**src/rtl/regfile_pkg.sv**
```systemverilog
// regfile_pkg: shared widths and enums for the register-file write-port controller.
package regfile_pkg;
   localparam int REG_ADDR_W = 4;
   localparam int REG_DATA_W = 16;
   localparam int NUM_REGS   = 16;

   typedef enum logic [0:0] {ST_CLEAR = 1'b0, ST_IDLE = 1'b1} wr_state_t;
   typedef enum logic [0:0] {REQ_ALU = 1'b0, REQ_LD = 1'b1} req_id_t;
endpackage

```
**src/rtl/regfile_wr_ctrl_if.sv**
```systemverilog
// regfile_wr_ctrl_if: requester, clear-control and register-file write bus of the write-port controller.
interface regfile_wr_ctrl_if #(
   parameter int DATA_W = regfile_pkg::REG_DATA_W,
   parameter int ADDR_W = regfile_pkg::REG_ADDR_W
) ();
   logic              clear_req;
   logic              clear_busy;
   logic              alu_req;
   logic [ADDR_W-1:0] alu_sel;
   logic [DATA_W-1:0] alu_data;
   logic              alu_gnt;
   logic              ld_req;
   logic [ADDR_W-1:0] ld_sel;
   logic [DATA_W-1:0] ld_data;
   logic              ld_gnt;
   logic              rf_write;
   logic [ADDR_W-1:0] rf_sel;
   logic [DATA_W-1:0] rf_data;

   modport master (
      output clear_req, alu_req, alu_sel, alu_data, ld_req, ld_sel, ld_data,
      input  clear_busy, alu_gnt, ld_gnt, rf_write, rf_sel, rf_data
   );

   modport slave (
      input  clear_req, alu_req, alu_sel, alu_data, ld_req, ld_sel, ld_data,
      output clear_busy, alu_gnt, ld_gnt, rf_write, rf_sel, rf_data
   );
endinterface

```
**src/rtl/rr_arb2.sv**
```systemverilog
// rr_arb2: two-requester round-robin arbiter with combinational grants and a last-winner flop.
module rr_arb2
   import regfile_pkg::*;
(
   input  logic clk,
   input  logic reset,
   input  logic req_alu,
   input  logic req_ld,
   input  logic grant_en,
   input  logic upd_en,
   output logic gnt_alu,
   output logic gnt_ld
);
   req_id_t last_r;

   // On conflict the requester that did not win last time is served.
   always_comb begin
      gnt_alu = 1'b0;
      gnt_ld  = 1'b0;
      if (!grant_en) begin
         gnt_alu = 1'b0;
         gnt_ld  = 1'b0;
      end else if (req_alu && req_ld) begin
         if (last_r == REQ_LD) begin
            gnt_alu = 1'b1;
         end else begin
            gnt_ld = 1'b1;
         end
      end else begin
         gnt_alu = req_alu;
         gnt_ld  = req_ld;
      end
   end

   // Last-winner pointer; starts at LD so the ALU wins the first conflict.
   always_ff @(posedge clk) begin
      if (!reset) begin
         last_r <= REQ_LD;
      end else if (upd_en) begin
         last_r <= gnt_alu ? REQ_ALU : REQ_LD;
      end else begin
         last_r <= last_r;
      end
   end
endmodule

```
**src/rtl/regfile_wr_ctrl.sv**
```systemverilog
// regfile_wr_ctrl: register-file write-port arbiter with a hardware clear walk over all registers.
// Optional REGFILE_R0_PROTECT_EN suppresses granted writes to R0 so it stays zero.
module regfile_wr_ctrl
   import regfile_pkg::*;
#(
   parameter int DATA_W         = REG_DATA_W,
   parameter int ADDR_W         = REG_ADDR_W,
   parameter bit CLEAR_ON_RESET = 1'b1
) (
   input  logic              clk,
   input  logic              reset,
   regfile_wr_ctrl_if.slave  bus
);
   localparam logic [ADDR_W-1:0] CNT_LAST    = {ADDR_W{1'b1}};
   localparam logic [ADDR_W-1:0] CNT_ONE     = {{(ADDR_W-1){1'b0}}, 1'b1};
   localparam wr_state_t         RESET_STATE = CLEAR_ON_RESET ? ST_CLEAR : ST_IDLE;

   wr_state_t         state_r;
   wr_state_t         state_nx_s;
   logic [ADDR_W-1:0] count_r;
   logic [ADDR_W-1:0] count_nx_s;
   logic              rf_write_r;
   logic [ADDR_W-1:0] rf_sel_r;
   logic [DATA_W-1:0] rf_data_r;
   logic              clear_busy_r;
   logic              wr_nx_s;
   logic [ADDR_W-1:0] sel_nx_s;
   logic [DATA_W-1:0] data_nx_s;
   logic              gnt_alu_s;
   logic              gnt_ld_s;
   logic              grant_en_s;
   logic              accept_s;
   logic [ADDR_W-1:0] win_sel_s;
   logic [DATA_W-1:0] win_data_s;
   logic              win_write_s;

   // Grants are only possible in IDLE, out of reset, and when no clear is being requested.
   assign grant_en_s = reset && (state_r == ST_IDLE) && !bus.clear_req;
   assign accept_s   = gnt_alu_s || gnt_ld_s;

   rr_arb2 u_arb (
      .clk      (clk),
      .reset    (reset),
      .req_alu  (bus.alu_req),
      .req_ld   (bus.ld_req),
      .grant_en (grant_en_s),
      .upd_en   (accept_s),
      .gnt_alu  (gnt_alu_s),
      .gnt_ld   (gnt_ld_s)
   );

   assign win_sel_s  = gnt_alu_s ? bus.alu_sel  : bus.ld_sel;
   assign win_data_s = gnt_alu_s ? bus.alu_data : bus.ld_data;

`ifdef REGFILE_R0_PROTECT_EN
   assign win_write_s = (win_sel_s != {ADDR_W{1'b0}});
`else
   assign win_write_s = 1'b1;
`endif

   // Next-state and next-output logic for the clear walk and the arbitrated write path.
   always_comb begin
      state_nx_s = state_r;
      count_nx_s = count_r;
      wr_nx_s    = 1'b0;
      sel_nx_s   = rf_sel_r;
      data_nx_s  = rf_data_r;
      case (state_r)
         ST_CLEAR: begin
            wr_nx_s   = 1'b1;
            sel_nx_s  = count_r;
            data_nx_s = {DATA_W{1'b0}};
            if (count_r == CNT_LAST) begin
               state_nx_s = ST_IDLE;
               count_nx_s = {ADDR_W{1'b0}};
            end else begin
               count_nx_s = count_r + CNT_ONE;
            end
         end
         ST_IDLE: begin
            if (bus.clear_req) begin
               state_nx_s = ST_CLEAR;
               count_nx_s = {ADDR_W{1'b0}};
            end else if (accept_s) begin
               wr_nx_s   = win_write_s;
               sel_nx_s  = win_sel_s;
               data_nx_s = win_data_s;
            end else begin
               wr_nx_s = 1'b0;
            end
         end
         default: begin
            state_nx_s = ST_CLEAR;
            count_nx_s = {ADDR_W{1'b0}};
         end
      endcase
   end

   // State, clear counter and registered register-file drive.
   always_ff @(posedge clk) begin
      if (!reset) begin
         state_r      <= RESET_STATE;
         count_r      <= {ADDR_W{1'b0}};
         rf_write_r   <= 1'b0;
         rf_sel_r     <= {ADDR_W{1'b0}};
         rf_data_r    <= {DATA_W{1'b0}};
         clear_busy_r <= (RESET_STATE == ST_CLEAR);
      end else begin
         state_r      <= state_nx_s;
         count_r      <= count_nx_s;
         rf_write_r   <= wr_nx_s;
         rf_sel_r     <= sel_nx_s;
         rf_data_r    <= data_nx_s;
         clear_busy_r <= (state_nx_s == ST_CLEAR);
      end
   end

   assign bus.alu_gnt    = gnt_alu_s;
   assign bus.ld_gnt     = gnt_ld_s;
   assign bus.rf_write   = rf_write_r;
   assign bus.rf_sel     = rf_sel_r;
   assign bus.rf_data    = rf_data_r;
   assign bus.clear_busy = clear_busy_r;
endmodule

```
**src/flat_wrapper.sv**
```systemverilog
// flat-port wrapper written by rule: the top's interface ports become plain ports
module regfile_wr_ctrl_flat import regfile_pkg::*;
#(
   parameter int DATA_W         = REG_DATA_W,
   parameter int ADDR_W         = REG_ADDR_W,
   parameter bit CLEAR_ON_RESET = 1'b1
)
  (clk, reset, bus_clear_req, bus_alu_req, bus_alu_sel, bus_alu_data, bus_ld_req, bus_ld_sel, bus_ld_data, bus_clear_busy, bus_alu_gnt, bus_ld_gnt, bus_rf_write, bus_rf_sel, bus_rf_data);
  regfile_wr_ctrl_if #(.DATA_W(DATA_W), .ADDR_W(ADDR_W)) bus_i ();
  input  logic clk;
  input  logic reset;
  input wire logic [$bits(bus_i.clear_req)-1:0] bus_clear_req;
  input wire logic [$bits(bus_i.alu_req)-1:0] bus_alu_req;
  input wire logic [$bits(bus_i.alu_sel)-1:0] bus_alu_sel;
  input wire logic [$bits(bus_i.alu_data)-1:0] bus_alu_data;
  input wire logic [$bits(bus_i.ld_req)-1:0] bus_ld_req;
  input wire logic [$bits(bus_i.ld_sel)-1:0] bus_ld_sel;
  input wire logic [$bits(bus_i.ld_data)-1:0] bus_ld_data;
  output wire logic [$bits(bus_i.clear_busy)-1:0] bus_clear_busy;
  output wire logic [$bits(bus_i.alu_gnt)-1:0] bus_alu_gnt;
  output wire logic [$bits(bus_i.ld_gnt)-1:0] bus_ld_gnt;
  output wire logic [$bits(bus_i.rf_write)-1:0] bus_rf_write;
  output wire logic [$bits(bus_i.rf_sel)-1:0] bus_rf_sel;
  output wire logic [$bits(bus_i.rf_data)-1:0] bus_rf_data;
  assign bus_i.clear_req = bus_clear_req;
  assign bus_i.alu_req = bus_alu_req;
  assign bus_i.alu_sel = bus_alu_sel;
  assign bus_i.alu_data = bus_alu_data;
  assign bus_i.ld_req = bus_ld_req;
  assign bus_i.ld_sel = bus_ld_sel;
  assign bus_i.ld_data = bus_ld_data;
  assign bus_clear_busy = bus_i.clear_busy;
  assign bus_alu_gnt = bus_i.alu_gnt;
  assign bus_ld_gnt = bus_i.ld_gnt;
  assign bus_rf_write = bus_i.rf_write;
  assign bus_rf_sel = bus_i.rf_sel;
  assign bus_rf_data = bus_i.rf_data;
  regfile_wr_ctrl #(.DATA_W(DATA_W), .ADDR_W(ADDR_W), .CLEAR_ON_RESET(CLEAR_ON_RESET)) u_core (.clk(clk), .reset(reset), .bus(bus_i));
endmodule
```
**config.mk**
```make
export PLATFORM = sky130hd
export DESIGN_NAME = regfile_wr_ctrl_flat
export DESIGN_NICKNAME = d
export VERILOG_FILES = /design/src/rtl/regfile_pkg.sv /design/src/rtl/regfile_wr_ctrl_if.sv /design/src/rtl/rr_arb2.sv /design/src/rtl/regfile_wr_ctrl.sv /design/src/flat_wrapper.sv
export SDC_FILE = /design/constraint.sdc
export NUM_CORES = 1
export LEC_CHECK = 0
export BUFFER_PORTS_ARGS = -buffer_cell sky130_fd_sc_hd__buf_2
export CAP_MARGIN = 20
export CORE_UTILIZATION = 46
export DETAILED_ROUTE_END_ITERATION = 8
export PLACE_DENSITY = 0.82
export SKIP_LAST_GASP = 1
export SYNTH_ARGS = -nofsm -noshare
export SYNTH_HDL_FRONTEND = slang
export SYNTH_SLANG_ARGS = --single-unit
```
**constraint.sdc**
```tcl
create_clock -name clk -period 1.4 [get_ports clk]
set_input_delay 0.07 -clock clk [delete_from_list [all_inputs] [get_ports clk]]
set_output_delay 0.07 -clock clk [all_outputs]
set_load 0.02 [all_outputs]
```
==> impl_metrics.env, run 1 <==
export IMPL_via_count=1829
export IMPL_cts_max_level=1
export IMPL_whs_ns=0.004909
export IMPL_synth_area_sq_mm=0.001496
export IMPL_critPathBufInv=2
export IMPL_fmax_ghz=0.7375
export IMPL_synthFlopType="dfxtp_1"
export IMPL_antenna_cells=0
export IMPL_cts_tree="built"
export IMPL_yosysMostFrequentCell="dfxtp_1"
export IMPL_synth_warnings=0
export IMPL_finalNetCount=314
export IMPL_use_met3_pct=6.114
export IMPL_final_hold_viol_count=0
export IMPL_synthArstFlopShare_pct=0
export IMPL_yosysTopAreaCell="dfxtp_1"
export IMPL_rsz0062_at_grt="false"
export IMPL_gr_usage_met2_pct=47.08
export IMPL_track_usage_pct=28.27
export IMPL_area_growth_pct=54.35
export IMPL_cp_slowest_stage_delay_ns=0.39
export IMPL_ys_top_cells_by_count="dfxtp_1, nand4_1, a21oi_1"
export IMPL_cp_slowest_cell="dfxtp_4"
export IMPL_synth_seq_cells=28
export IMPL_drive_gt1_share_pct=37.83
export IMPL_wire_per_inst_um=15.50
export IMPL_cp_end_kind="register"
export IMPL_cts_root_buf="clkbuf_4"
export IMPL_via_per_inst=5.881
export IMPL_clock_latency_ns=0.34
export IMPL_start_util_pct=48.62
export IMPL_grt_pass1_vias=1794
export IMPL_crit_chain="nand3b_4, buf_12, buf_4, o31ai_1, a311oi_1"
export IMPL_irDropWorstVdd_v=0.001020
export IMPL_holdCritPathClass="in2reg"
export IMPL_synth_top_area_share_pct=37.46
export IMPL_slew_headroom_pct=71.21
export IMPL_overflow=0
export IMPL_drt_initial_drc_count=175
export IMPL_synth_nets=219
export IMPL_place_area_sq_mm=0.001863
export IMPL_core_area_sq_mm=0.003078
export IMPL_rows=20
export IMPL_portBuffers=68
export IMPL_place_congestion=0.7820
export IMPL_worstMarginPinSlew_ns=0.4308
export IMPL_clock_path_buffers=2
export IMPL_seq_area_frac_synth_pct=37.46
export IMPL_dieArea_sq_mm=0.003485
export IMPL_postRouteAntennaNets=0
export IMPL_grt_pass1_wl_mm=7.500
export IMPL_crit_required_ns=1.63
export IMPL_wl_mm=4.820
export IMPL_die_w_um=59.04
export IMPL_post_route_cell_area_sq_mm=0.002310
export IMPL_fin_cells=311
export IMPL_io_pins=69
export IMPL_cp_arrival_ns=1.59
export IMPL_hpwl_mm=2.749
export IMPL_finClkSkew_ns=0.01357
export IMPL_dp_cells=275
export IMPL_grt_busiest_layer="met2"
export IMPL_drc=0
export IMPL_setup_violations=0
export IMPL_period_share_pct=96.86
export IMPL_synth_cells=173
export IMPL_max_cap_viol_count=0
export IMPL_synth_edf_count=0
export IMPL_antenna_found_initial=0
export IMPL_grtUsageMet1_pct=32.56
export IMPL_die_height_um=59.04
export IMPL_yosys_cell_types_count=31
export IMPL_crit_family="compound AO/OA/AOI/OAI gates"
export IMPL_cts_sinks=28
export IMPL_power_density_mw_per_mm2=691.0
export IMPL_dr_pass1_iters=4
export IMPL_path_max_fanout=9
export IMPL_leakagePower_uw=0.0009398
export IMPL_worst_setup_path_start_kind="register"
export IMPL_status="finished clean"
export IMPL_finalPower_uw=1596
export IMPL_cts_buffers=3
export IMPL_synthTopCellsByArea="dfxtp_1, a311oi_1, nand4_1"
export IMPL_fin_crit_ns=1.356
export IMPL_grt_max_degree=20
export IMPL_slew_violations=0
export IMPL_crit_type="reg2reg"
export IMPL_syn_avg_cell_area_sq_um=8.650
export IMPL_clk_pin_slew_worst_paths_ns=0.16
## tightest hold or removal path, cell delays in order
cell and delay (ns):
buf_2 0.08, nand4_1 0.09, o2111ai_1 0.08
## worst paths after layout
check	start	to	slack (ns)	cells after the start
worst min register to register	u_core.bus.rf_data[6]$_SDFFE_PN0P_	u_core.bus.rf_data[6]$_SDFFE_PN0P_	0.52	2
worst max register to register	u_core.state_r$_SDFF_PN0_	u_core.bus.rf_data[13]$_SDFFE_PN0P_	0.04	5
worst max-delay path	u_core.state_r$_SDFF_PN0_	u_core.bus.rf_data[13]$_SDFFE_PN0P_	0.04	5
worst min-delay path	bus_alu_sel[1]	u_core.bus.rf_sel[1]$_SDFFE_PN0P_	0.005	3
## cell families (layout without fill, tap and decap cells)
| kind of cell | after synthesis | after routing | share of synthesized area, % |
|---|---|---|---|
| muxes | 1 | 1 | 0.6689 |
| and+or+nand+nor | 51 | 51 | 19.57 |
| buffers and inverters | 27 | 121 | 10.37 |
| DFF | 28 | 28 | 37.46 |
| AOI/OAI and AO/OA | 65 | 65 | 31.10 |
| adders and majority gates | 1 | 1 | 0.8360 |
## through the flow
step	worst slack [ns]	util (%)	TNS, ns
after global placement	0.06792	60.53	0
after CTS	-0.01456	73.41	-0.03114
final	0.04398	75.04	0
after detailed placement	0.01449	60.53	0
after floorplan	0.09478	-	0
after global routing	0.002004	75.04	0
## state kept, by name, summed over array words and instances (netlist names)
signal	count
u_core.bus.clear_busy	1
u_core.bus.rf_data	16
u_core.bus.rf_sel	4
u_core.bus.rf_write	1
u_core.count_r	4
u_core.state_r	1
u_core.u_arb.last_r	1
## routing by layer
layer | vias up | part of all wire (%)
met1 | 841 | 39
met3 | 13 | 7.4
li1 | 874 | -
met2 | 101 | 51
met5 | - | 0
met4 | 0 | 2.5
## report_power, final
group          internal (uW)  switching, uW
clock network            290            250
logic                    128            107
registers                809           11.3
## area by class of cell
cell class | instances | area [sq um]
clock inverters | 1 | 30.03
fillers | 218 | 768.2
clock buffers | 3 | 22.52
inverters | 7 | 26.28
well taps | 44 | 55.05
repair buffers | 110 | 775.7
multi-input cells | 118 | 834.6
flip-flops and latches | 28 | 565.5
## layout by cell type (no fill, tap or decap), types with 2 or more instances in the layout
cell | Yosys | layout
buf_2 | 7 | 66
dlygate4sd3_1 | 0 | 27
dfxtp_1 | 28 | 26
nand4_1 | 20 | 20
a21oi_1 | 19 | 19
o31ai_1 | 16 | 16
a311oi_1 | 16 | 13
buf_4 | 3 | 10
nand2_1 | 10 | 9
o2111ai_1 | 8 | 8
inv_1 | 6 | 5
nor2_1 | 5 | 5
buf_6 | 4 | 4
nand3_1 | 4 | 3
a311oi_2 | 0 | 3
clkbuf_4 | 1 | 3
nor2b_1 | 3 | 2
nand2b_1 | 2 | 2
a31oi_1 | 2 | 2
buf_12 | 0 | 2
## timing repair
item | 4_1_cts | 5_1_grt
endpoints found under the setup margin | 4 | 22
hold buffers | 25 | 2
setup buffers | 4 | 2
pin swaps | 0 | 9
endpoints found under the hold margin | 17 | 2
gates resized for setup | 9 | 18
gates cloned | 1 | 0
Power figures use the tool's default switching activity.
==> inputs of run 2 (changes only) <==
--- a/config.mk
+++ b/config.mk
@@ -8,6 +8,7 @@
 export BUFFER_PORTS_ARGS = -buffer_cell sky130_fd_sc_hd__buf_2
 export CAP_MARGIN = 20
 export CORE_UTILIZATION = 46
+export CTS_BUF_LIST = sky130_fd_sc_hd__clkbuf_16
 export DETAILED_ROUTE_END_ITERATION = 8
 export PLACE_DENSITY = 0.82
 export SKIP_LAST_GASP = 1
==> run 2 against run 1 <==
Critical path depth is 1 lower. Core utilization is 7.7 points lower. Sequential power hardly changed. Die area did not move. Non-clock buffer count decreased by 28. Maximum frequency is 1.9% lower. Sequential share of layout area up 2.7 points. Cell count is 9.0% lower. Combinational power down 28%. Largest cell class unchanged. Largest power group is now clock.
==> impl_metrics.env, run 2 (synthesis gave the netlist of run 1 again) <==
export IMPL_cp_arrival_ns=1.31
export IMPL_setup_tns_ns=0
export IMPL_antenna_found_initial=0
export IMPL_grt_max_degree=20
export IMPL_cts_tree="built"
export IMPL_fin_crit_ns=1.382
export IMPL_rows=20
export IMPL_cts_max_level=1
export IMPL_io_pins=69
export IMPL_cp_end_kind="primary output"
export IMPL_final_cell_mix="buf_2, dfxtp_1, nand4_1, a21oi_1, o31ai_1"
export IMPL_drive_gt1_share_pct=40.17
export IMPL_postRouteAntennaNets=0
export IMPL_crit_type="reg2out"
export IMPL_cts_root_buf="clkbuf_16"
export IMPL_power_density_mw_per_mm2=884.8
export IMPL_cts_buffers=3
export IMPL_die_height_um=59.04
export IMPL_holdCritPathClass="in2reg"
export IMPL_fillers=261
export IMPL_leakagePower_uw=0.0008542
export IMPL_antenna_cells=0
export IMPL_worst_setup_path_start_kind="register"
export IMPL_grt_pass1_vias=1562
export IMPL_die_w_um=59.04
export IMPL_period_share_pct=98.72
export IMPL_pre_cts_ws_ns=0.01449
export IMPL_cp_slowest_cell="dfxtp_4"
export IMPL_wire_per_inst_um=15.02
export IMPL_drc=0
export IMPL_place_congestion=0.7820
export IMPL_path_max_fanout=17
export IMPL_dr_pass1_iters=4
export IMPL_area_growth_pct=38.55
export IMPL_max_cap_viol_count=0
export IMPL_portBuffers=68
export IMPL_cts_sinks=28
export IMPL_final_hold_viol_count=0
export IMPL_setup_violations=0
export IMPL_fmax_ghz=0.7236
export IMPL_crit_chain="nand3b_4, buf_6, nor3_1, buf_2"
export IMPL_slew_headroom_pct=71.82
export IMPL_drt_initial_drc_count=97
export IMPL_cts_hold_buf=0
export IMPL_grt_pass1_wl_mm=6.803
export IMPL_slew_violations=0
export IMPL_clk_pin_slew_worst_paths_ns=0.07
export IMPL_irDropWorstVdd_v=0.0007860
export IMPL_setup_ws_ns=0.01795
export IMPL_cp_slowest_stage_delay_ns=0.37
export IMPL_finClkSkew_ns=0.006087
export IMPL_final_common_cell="buf_2"
export IMPL_clock_path_buffers=2
export IMPL_status="finished clean"
export IMPL_finish_utilization_pct=67.36
export IMPL_largest_reg_flops=16
export IMPL_core_area_sq_mm=0.003078
export IMPL_whs_ns=0.06994
export IMPL_dieArea_sq_mm=0.003485
export IMPL_worstMarginPinSlew_ns=0.4216
export IMPL_track_usage_pct=25.31
export IMPL_clock_latency_ns=0.26
export IMPL_hpwl_mm=2.749
export IMPL_via_per_inst=5.876
export IMPL_start_util_pct=48.62
export IMPL_crit_required_ns=1.33
export IMPL_finalPower_uw=1834
export IMPL_wl_mm=4.250
export IMPL_via_count=1663
export IMPL_finalNetCount=286
export IMPL_overflow=0
export IMPL_rsz0062_at_grt="true"
## run 2: power by group
part           switching (uW)  internal [uW]
clock                     275            570
combinational            92.4           78.9
sequential               11.5            807
total                     378           1460
## run 2: final timing paths
check / startpoint / endpoint / slack, ns / cells after the start
hold reg to reg: u_core.bus.rf_data[3]$_SDFFE_PN0P_ / u_core.bus.rf_data[3]$_SDFFE_PN0P_ / 0.51 / 2
setup reg to reg: u_core.state_r$_SDFF_PN0_ / u_core.bus.rf_data[13]$_SDFFE_PN0P_ / 0.05 / 4
setup / recovery: u_core.state_r$_SDFF_PN0_ / bus_alu_gnt / 0.02 / 4
hold / removal: bus_ld_data[14] / u_core.bus.rf_data[14]$_SDFFE_PN0P_ / 0.07 / 3
## run 2: layer usage
| layer | routed length, um | vias to the layer above | GRT usage, % |
|---|---|---|---|
| met2 | 2197 | 63 | 43.51 |
| met3 | 289 | 4 | 5.240 |
| met5 | 0 | - | 0 |
| li1 | - | 815 | - |
| met1 | 1728 | 781 | 31.57 |
| met4 | 35 | 0 | 8.163 |
## run 2: cell type report
class | count | area (sq um) | area share (%)
multi-input cells | 118 | 820.8 | 39.59
inverters | 7 | 26.28 | 1.267
well taps | 44 | 55.05 | 2.655
repair buffers | 82 | 501.7 | 24.20
clock inverters | 1 | 30.03 | 1.448
clock buffers | 3 | 75.07 | 3.621
flip-flops and latches | 28 | 564.3 | 27.22
## run 2: through the flow
stage          instances  cell area [sq um]
3_5_place_dp         275               1863
3_3_place_gp         275               1863
5_1_grt              283               2073
6_report             283               2073
4_1_cts              283               2041
2_1_floorplan        173               1496
## run 2: critical path: cells and delay by family, from the launching register on
family,cells,cell delay [ns]
buf+inv,2,0.38
flops,1,0.37
simple gates,2,0.31
## run 2: what timing repair did
action	in CTS	in global routing
setup endpoints to repair	3	11
pin swaps	0	2
gates cloned	1	0
resized for setup	5	7
buffers inserted	3	0
==> inputs of run 3 (changes only) <==
--- a/config.mk
+++ b/config.mk
@@ -7,6 +7,7 @@
 export LEC_CHECK = 0
 export BUFFER_PORTS_ARGS = -buffer_cell sky130_fd_sc_hd__buf_2
 export CAP_MARGIN = 20
+export CORE_ASPECT_RATIO = 1.25
 export CORE_UTILIZATION = 46
 export CTS_BUF_LIST = sky130_fd_sc_hd__clkbuf_16
 export DETAILED_ROUTE_END_ITERATION = 8
==> run 3 against run 2 <==
Worst hold slack got worse by 0.0019 ns. Sequential share of layout area grew 0.57 points. Combinational power up 6%. Clock skew shrank 0.0038 ns. Final area down 2.7%. Global-route usage grew 1.3 points. Clock power down 24%. Sequential power barely moved. Via count up 1.7%. Count of clock-buffer cells in the layout stayed put. Maximum frequency grew 2.0%. Critical path type unchanged. Largest power group is now registers.
==> impl_metrics.env, run 3 (synthesis gave the netlist of run 1 again) <==
export IMPL_drt_initial_drc_count=59
export IMPL_reg2reg_from="u_core.state_r$_SDFF_PN0_"
export IMPL_swShare_pct=22.60
export IMPL_final_common_cell="buf_2"
export IMPL_portBuffers=68
export IMPL_endpoint="bus_ld_gnt"
export IMPL_antenna_found_initial=0
export IMPL_final_hold_viol_count=0
export IMPL_cp_slowest_stage_delay_ns=0.33
export IMPL_worst_setup_path_start_kind="register"
export IMPL_power_density_mw_per_mm2=815.1
export IMPL_startpoint="u_core.state_r$_SDFF_PN0_"
export IMPL_cts_max_level=1
export IMPL_reg2reg_slack_ns=0.08
export IMPL_leakagePower_uw=0.0008450
export IMPL_via_per_inst=6.083
export IMPL_multi_input_area_sq_um=809.5
export IMPL_drc=0
export IMPL_max_cap_viol_count=0
export IMPL_setup_tns_ns=0
export IMPL_cts_tree="built"
export IMPL_die_height_um=65.77
export IMPL_setup_violations=0
export IMPL_fmax_ghz=0.7378
export IMPL_p_int_uw=1272
export IMPL_dieArea_sq_mm=0.003487
export IMPL_finClkSkew_ns=0.002308
export IMPL_crit_chain="and3b_2, buf_12, nand3_4, inv_1, buf_2"
export IMPL_clock_latency_ns=0.26
export IMPL_whs_ns=0.06809
export IMPL_hpwl_mm=3.105
export IMPL_drive_gt1_share_pct=40.08
export IMPL_irDropWorstVdd_v=0.0006829
export IMPL_status="finished clean"
export IMPL_start_util_pct=49.42
export IMPL_grt_pass1_vias=1527
export IMPL_largest_reg_flops=16
export IMPL_rows=22
export IMPL_dr_pass1_iters=4
export IMPL_crit_required_ns=1.33
export IMPL_crit_type="reg2out"
export IMPL_p_switching_uw=371.5
export IMPL_cp_slowest_cell="dfxtp_1"
export IMPL_wire_per_inst_um=15.79
export IMPL_period_share_pct=96.82
export IMPL_core_area_sq_mm=0.003028
export IMPL_grt_max_degree=24
export IMPL_finalPower_uw=1644
export IMPL_cts_buffers=3
export IMPL_cts_root_buf="clkbuf_16"
export IMPL_reg2reg_to="u_core.bus.rf_data[2]$_SDFFE_PN0P_"
export IMPL_cts_sinks=28
export IMPL_overflow=0
export IMPL_holdCritPathClass="in2reg"
export IMPL_worstMarginPinSlew_ns=0.5390
export IMPL_io_pins=69
export IMPL_cts_hold_buf=0
export IMPL_place_congestion=0.7885
export IMPL_clk_pin_slew_worst_paths_ns=0.07
export IMPL_die_w_um=53.02
export IMPL_path_max_fanout=15
export IMPL_track_usage_pct=26.63
export IMPL_seqCellArea_sq_um=560.5
export IMPL_postRouteAntennaNets=0
export IMPL_wl_mm=4.390
export IMPL_rsz0062_at_grt="true"
export IMPL_antenna_cells=0
export IMPL_cp_end_kind="primary output"
export IMPL_slew_violations=0
export IMPL_power_frac_seq_pct=49.9
export IMPL_final_cell_mix="buf_2, dfxtp_1, nand4_1, a21oi_1"
export IMPL_fin_crit_ns=1.355
export IMPL_p_clk_share_pct=39.0
export IMPL_p_comb_share_pct=11.1
export IMPL_clock_path_buffers=2
export IMPL_via_count=1691
export IMPL_area_growth_pct=34.78
export IMPL_finalNetCount=290
export IMPL_cp_arrival_ns=1.29
export IMPL_slew_headroom_pct=63.98
export IMPL_reg2regPathDepth=5
export IMPL_grt_pass1_wl_mm=6.975
export IMPL_fillers=270
[run 3: per-stage QoR]
stage	area [sq um]	std cells	utilization (%)	setup slack, ns
6_report	2017	278	66.61	0.04455
5_1_grt	2017	278	66.61	-0.02430
4_1_cts	1989	278	65.70	-0.006296
3_5_place_dp	1878	272	62.02	0.09638
3_3_place_gp	1878	272	62.02	0.1632
2_1_floorplan	1496	173	-	0.09478
[run 3: worst max-delay path: cells and delay by family, from the launching register on]
kind / cells / cell delay, ns
buffers and inverters: 3 / 0.37
flip-flops: 1 / 0.33
AND/OR/NAND/NOR: 2 / 0.33
[run 3: repair_timing]
action	in CTS	in global routing
gates resized for setup	4	5
endpoints found under the setup margin	2	5
buffers inserted	3	0
pin swaps	0	1
[run 3: worst min path at each step]
| stage | startpoint | end | cells past startpoint |
|---|---|---|---|
| floorplan | bus_ld_data[15] | u_core.bus.rf_data[15]$_SDFFE_PN0P_ | 2 |
| global placement | bus_alu_sel[3] | u_core.bus.rf_sel[3]$_SDFFE_PN0P_ | 3 |
| detailed placement | bus_alu_sel[1] | u_core.bus.rf_sel[1]$_SDFFE_PN0P_ | 3 |
| CTS | bus_alu_sel[1] | u_core.bus.rf_sel[1]$_SDFFE_PN0P_ | 3 |
| global route | bus_alu_sel[1] | u_core.bus.rf_sel[1]$_SDFFE_PN0P_ | 3 |
| finish | bus_alu_sel[1] | u_core.bus.rf_sel[1]$_SDFFE_PN0P_ | 3 |
[run 3: layer usage]
metal,share of wire (%),track usage [%],vias up
met5,0,0,-
met4,1.3,10.53,0
met3,5.5,3.448,6
met2,52,46.20,65
met1,41,32.30,795
li1,-,-,825
[run 3: area by class of cell]
class	instances	area share [%]
clock buffer	3	3.722
inverter	7	1.303
multi-input combinational	118	40.14
sequential	28	27.79
tap	36	2.233
timing repair buffer	86	24.81
[run 3: power groups by stage]
stage | logic (uW) | registers (uW) | clock network [uW]
after floorplan | 73.9 | 844 | 0
after global placement | 173 | 838 | 0
after detailed placement | 176 | 838 | 0
after CTS | 177 | 820 | 645
after global routing | 199 | 821 | 701
final | 182 | 821 | 641
